## src/rtl/conv_pkg.sv

```systemverilog
// Shared types and constants for the convolution slice and its weight loader.
package conv_pkg;

    localparam int unsigned WEIGHT_W  = 8;
    localparam int unsigned MAX_TOTAL = 64;

    typedef logic [MAX_TOTAL-1:0] onehot_t;

    typedef enum logic [1:0] {
        IDLE = 2'd0,
        LOAD = 2'd1,
        DONE = 2'd2
    } state_t;

    // One-hot vector with bit idx set; all-zero when idx falls outside width.
    function automatic onehot_t onehot(input int unsigned idx, input int unsigned width);
        onehot_t v;
        v = '0;
        if (idx < width && idx < MAX_TOTAL) begin
            v = onehot_t'(1) << idx;
        end
        return v;
    endfunction

endpackage

```

## src/rtl/kernel_loader.sv

```systemverilog
// Streams a serial kernel into successive MAC weight slots over a shared bus
// with a one-hot write strobe, flagging completion and framing errors.
module kernel_loader
    import conv_pkg::*;
#(
    parameter int unsigned MAC_NB       = 3,
    parameter int unsigned SLICE_NB     = 1,
    parameter int unsigned WEIGHT_WIDTH = WEIGHT_W
) (
    input  logic                          clk,
    input  logic                          rst,
    input  logic                          start,
    input  logic [WEIGHT_WIDTH-1:0]       kernel,
    input  logic                          kernel_valid,
    input  logic                          kernel_last,
    output logic                          kernel_ready,
    output logic [WEIGHT_WIDTH-1:0]       weight,
    output logic [MAC_NB*SLICE_NB-1:0]    weight_valid,
    output logic                          loaded,
    output logic                          error
);

    localparam int unsigned TOTAL = MAC_NB * SLICE_NB;
    localparam int unsigned IDX_W = (TOTAL > 1) ? $clog2(TOTAL) : 1;
    localparam logic [IDX_W-1:0] LAST_IDX = IDX_W'(TOTAL - 1);

    state_t                  state, state_nxt;
    logic [IDX_W-1:0]        idx, idx_nxt;
    logic [WEIGHT_WIDTH-1:0] weight_nxt;
    logic [TOTAL-1:0]        weight_valid_nxt;
    logic                    loaded_nxt;
    logic                    error_nxt;
    logic                    accept;

    // A start pulse always wins over a beat in the same cycle.
    assign kernel_ready = (state == LOAD) && !start;
    assign accept       = kernel_valid && kernel_ready;

    // State and output registers.
    always_ff @(posedge clk or posedge rst) begin
        if (rst) begin
            state        <= IDLE;
            idx          <= '0;
            weight       <= '0;
            weight_valid <= '0;
            loaded       <= 1'b0;
            error        <= 1'b0;
        end else begin
            state        <= state_nxt;
            idx          <= idx_nxt;
            weight       <= weight_nxt;
            weight_valid <= weight_valid_nxt;
            loaded       <= loaded_nxt;
            error        <= error_nxt;
        end
    end

    // Next-state, index and write-strobe generation.
    always_comb begin
        state_nxt        = state;
        idx_nxt          = idx;
        weight_nxt       = weight;
        weight_valid_nxt = '0;
        loaded_nxt       = 1'b0;
        error_nxt        = error;

        case (state)
            IDLE, DONE: begin
                if (start) begin
                    state_nxt = LOAD;
                    idx_nxt   = '0;
                    error_nxt = 1'b0;
                end else begin
                    // Lags DONE entry by a cycle so the last strobe has been captured.
                    loaded_nxt = (state == DONE);
                end
            end
            LOAD: begin
                if (start) begin
                    idx_nxt   = '0;
                    error_nxt = 1'b0;
                end else if (accept) begin
                    weight_nxt       = kernel;
                    weight_valid_nxt = TOTAL'(onehot(32'(idx), TOTAL));
                    if (idx == LAST_IDX) begin
                        state_nxt = DONE;
                        if (!kernel_last) begin
                            error_nxt = 1'b1;
                        end
                    end else if (kernel_last) begin
                        state_nxt = IDLE;
                        error_nxt = 1'b1;
                    end else begin
                        idx_nxt = idx + IDX_W'(1);
                    end
                end
            end
            default: state_nxt = IDLE;
        endcase
    end

endmodule

```

## config.mk

```make
export PLATFORM = sky130hd
export DESIGN_NAME = kernel_loader
export DESIGN_NICKNAME = d
export VERILOG_FILES = /design/src/rtl/conv_pkg.sv /design/src/rtl/kernel_loader.sv
export SDC_FILE = /design/constraint.sdc
export NUM_CORES = 1
export LEC_CHECK = 0
export BUFFER_PORTS_ARGS = -buffer_cell sky130_fd_sc_hd__buf_2
export CAP_MARGIN = 30
export CORE_UTILIZATION = 50
export DETAILED_ROUTE_END_ITERATION = 16
export HOLD_SLACK_MARGIN = 0.12
export MAX_ROUTING_LAYER = met4
export PLACE_DENSITY = 0.86
export SLEW_MARGIN = 5
export SYNTH_ARGS = -nofsm -noshare
export SYNTH_HDL_FRONTEND = slang
export SYNTH_SLANG_ARGS = --single-unit
export TNS_END_PERCENT = 1
```

## constraint.sdc

```tcl
create_clock -name clk -period 4.29 [get_ports clk]
set_input_delay 0.858 -clock clk [delete_from_list [all_inputs] [get_ports clk]]
set_output_delay 0.858 -clock clk [all_outputs]
set_load 0.005 [all_outputs]
```

==> reports/metrics.sh <==
RUN_STATUS='finished clean'
SETUP_REPAIR_AFTER_GLOBAL_ROUTING_MISSED_ITS_MARGIN='no'
DIE_AREA_SQ_UM=1640
MOST_USED_CELLS_IN_THE_LAYOUT_EXCLUDING_FILL_AND_TAP_CELLS='26 x sky130_fd_sc_hd__buf_2, 17 x sky130_fd_sc_hd__dfrtp_1, 4 x sky130_fd_sc_hd__mux2_1, 4 x sky130_fd_sc_hd__mux2_2, 4 x sky130_fd_sc_hd__ha_1'
DRT.ANTENNA.VIOLATING_NETS=0
SYNTH-SEQ-CELLS=17
CTS-ROOT-TO-SINK-BUFFERS=2
TIMING.MAX_CAP.VIOLATIONS=0
FIN_SETUP_TNS_NS=0
GROUTE.USAGE.OVERALL_PCT=18.2
MAX_CLOCK_FREQ_MHz=463
POST_SYNTH.CELL_AREA_AVG_SQ_UM=13.4
VIAS=522
FINALCOREUTILIZATION_PCT=68.0
DETAIL_ROUTE.ITER0.VIOLATIONS=8
ROUTEDWLPERCELL_UM=12.4
CLOCK_SINKS=17
DESIGN.CORE.AREA_SQ_UM=1330
DRC=0
SETUP.REG_TO_REG.WORST_SLACK_NS=2.75
DIE_WIDTH_UM=40.5
REQUIRED_NS=3.43
ANTENNA-DIODE-COUNT=0
POST_CTS_BUFFERS=0
LAYOUT-AREA-OVERHEAD-VS-SYNTH_PCT=22.7
POST_CTS.RESIZED_INSTANCES=0
YOSYSTOPAREACELL='sky130_fd_sc_hd__dfrtp_1'
HOLD_PATH_CLASS='flop to flop'
CLK_PIN_SLEW_WORST_PATHS_NS=0.09
POST-DP-HPWL_UM=873
TIGHTESTPINTRANSITION_NS=0.622
GRT_PASS1_VIAS=429
POWER_DENSITY_CELLS_nW_PER_UM2=410
PORTBUFFERS=26
CLK_ROOT_BUFFER_CELL='sky130_fd_sc_hd__clkbuf_4'
INITIAL_ANTENNA_VIOLATION_COUNT=0
YOSYSWARNINGCOUNT=0
CP_DATA_ARRIVAL_TIME_NS=1.30
CTS_INSERTED_BUFFERS=3
PLACED_CELLS=95
FLOORPLAN.DIE.HEIGHT_UM=40.5
TIMING.FINAL.CRIT_PERIOD_NS=2.16
YOSYS-TOP-CELLS-AREA='sky130_fd_sc_hd__dfrtp_1 58%, sky130_fd_sc_hd__ha_1 6.8%, sky130_fd_sc_hd__mux2_1 6.1%, sky130_fd_sc_hd__mux2_2 6.1%, sky130_fd_sc_hd__and2_1 2.5%'
CLOCK_LATENCY_NS=0.29
LAYOUT.NETS=102
DRT_WL_TOTAL_UM=1230
YOSYSTOPAREACELLSHARE_PCT=57.5
ROW_COUNT=13
AVGVIACOUNTPERCELL=5.27
MAXSLEWVIOLCOUNT=0
CP-END-KIND='output pin'
GLOBALROUTE.TOTALOVERFLOW=0
HOLD_VIOL=0
MAPPEDNETLISTAREA_SQ_UM=739
LARGEST_NET_DEGREE_AT_THE_START_OF_GLOBAL_ROUTING=18
AREA_OCCUPIED_BY_MULTI_INPUT_GATES_SQ_UM=287
LAYOUT.CELLS.MOST_COMMON='sky130_fd_sc_hd__buf_2'
LAYOUTNONFILLERINSTCOUNT=99
FIN_SKEW_NS=0.00246
CTS-HOLD-FIX-BUFFERS=0
P_LEAK_nW=0.479
FLOORPLAN.INITIALDENSITY_PCT=55.4
LAYOUT-DRIVE-GT1-SHARE_PCT=46.4
GLOBAL_ROUTE_WIRE_LENGTH_BEFORE_REPAIR_UM=1770
CRITPATHKIND='primary input to output pin'
SETUP_VIOLATIONS=0
IR_DROP_mV=0.263
WORSTPATHMAXFANOUT=6
WORST_SLEW_MARGIN_REL_PCT=58.5
START_KIND='primary input'
FILLERS=113
SYN-INSTANCE-COUNT=55
TRITONCTS='yes'
DRT-PASS1-ITER-COUNT=4
SYNTH_CELL_TYPE_COUNT=22
IOS=27
HOLD_SLACK_NS=0.487
SEQCELLAREA_SQ_UM=425
YS_SEQ_AREA_SHARE_PCT=57.5
SHARE_OF_THE_CLOCK_PERIOD_USED_BY_THE_WORST_PATH_PCT=50.3
HTREE_LEVELS=1
ROUTABILITY_CONGESTION_ESTIMATE=0.751
POSTSYNTHNETCOUNT=72
-- cell usage after synthesis --
master,number
sky130_fd_sc_hd__and2_1,3
sky130_fd_sc_hd__buf_4,1
sky130_fd_sc_hd__a22o_1,1
sky130_fd_sc_hd__nor4bb_1,1
sky130_fd_sc_hd__nand2_1,2
sky130_fd_sc_hd__a31o_2,2
sky130_fd_sc_hd__inv_1,3
sky130_fd_sc_hd__a21o_1,1
sky130_fd_sc_hd__nand4_1,1
sky130_fd_sc_hd__dfrtp_1,17
sky130_fd_sc_hd__o21ai_0,1
sky130_fd_sc_hd__nor3b_1,2
sky130_fd_sc_hd__a21oi_2,1
sky130_fd_sc_hd__and3_1,1
sky130_fd_sc_hd__a31oi_1,1
sky130_fd_sc_hd__xor2_1,1
sky130_fd_sc_hd__mux2_2,4
sky130_fd_sc_hd__ha_1,4
sky130_fd_sc_hd__a21oi_1,2
sky130_fd_sc_hd__nor2_1,1
sky130_fd_sc_hd__buf_8,1
sky130_fd_sc_hd__mux2_1,4
-- flip-flops by register name, summed over array words and instances (netlist names) --
name          flops
weight_valid      3
weight            8
loaded            1
error             1
state             2
idx               2
-- worst paths after layout --
| kind | start | cells past startpoint | end |
|---|---|---|---|
| setup / recovery | start | 3 | kernel_ready |
| hold / removal | weight[7] | 1 | weight[7] |
| setup reg to reg | idx[0] | 5 | idx[1] |
| hold reg to reg | weight[7] | 1 | weight[7] |
| max in group asynchronous | rst | 2 | weight[4] |
| min in group asynchronous | rst | 2 | weight[5] |
-- layout make-up --
type                       count  area share, %
sequential                    17           46.9
multi-input combinational     33           31.6
timing repair buffer          27           15.2
clock buffer                   3           2.48
tap                           15           2.07
inverter                       3           1.24
clock inverter                 1          0.552
-- routing by layer --
layer  routed length, um  track usage (%)  up-vias
li1                    -                -      249
met1                 507             20.1      250
met2                 638             29.4       19
met3                  61             3.33        4
met4                  19             12.5        0
met5                   0                -        -
-- critical path, stage by stage --
cell and delay, ns:
sky130_fd_sc_hd__buf_2 0.14, sky130_fd_sc_hd__nor3b_1 0.17, sky130_fd_sc_hd__buf_2 0.14
-- cell families (layout without fill, tap and decap cells) --
family	after synthesis	after routing	share of synthesized area [%]
XOR/XNOR	1	1	1.18
buffers and inverters	5	34	4.57
multiplexers	8	8	12.2
AO/OA/AOI/OAI	9	9	8.63
flip-flops	17	17	57.5
AND/OR/NAND/NOR	11	11	9.14
adder cells (fa/ha/maj)	4	4	6.77
-- report_power, final --
| part | switching [mW] | internal [mW] |
|---|---|---|
| sequential | 0.0175 | 0.187 |
| combinational | 0.0385 | 0.0457 |
| clock | 0.0488 | 0.0346 |
-- per-stage QoR --
stage / worst slack, ns / area, sq um / total power, mW
6_report: 2.13 / 907 / 0.372
5_1_grt: 2.10 / 907 / 0.397
4_1_cts: 2.13 / 907 / 0.378
3_5_place_dp: 2.13 / 880 / 0.292
3_3_place_gp: 2.15 / 880 / 0.286
2_1_floorplan: 2.37 / 739 / 0.256
Note: power is estimated with default switching activity, not from simulation.
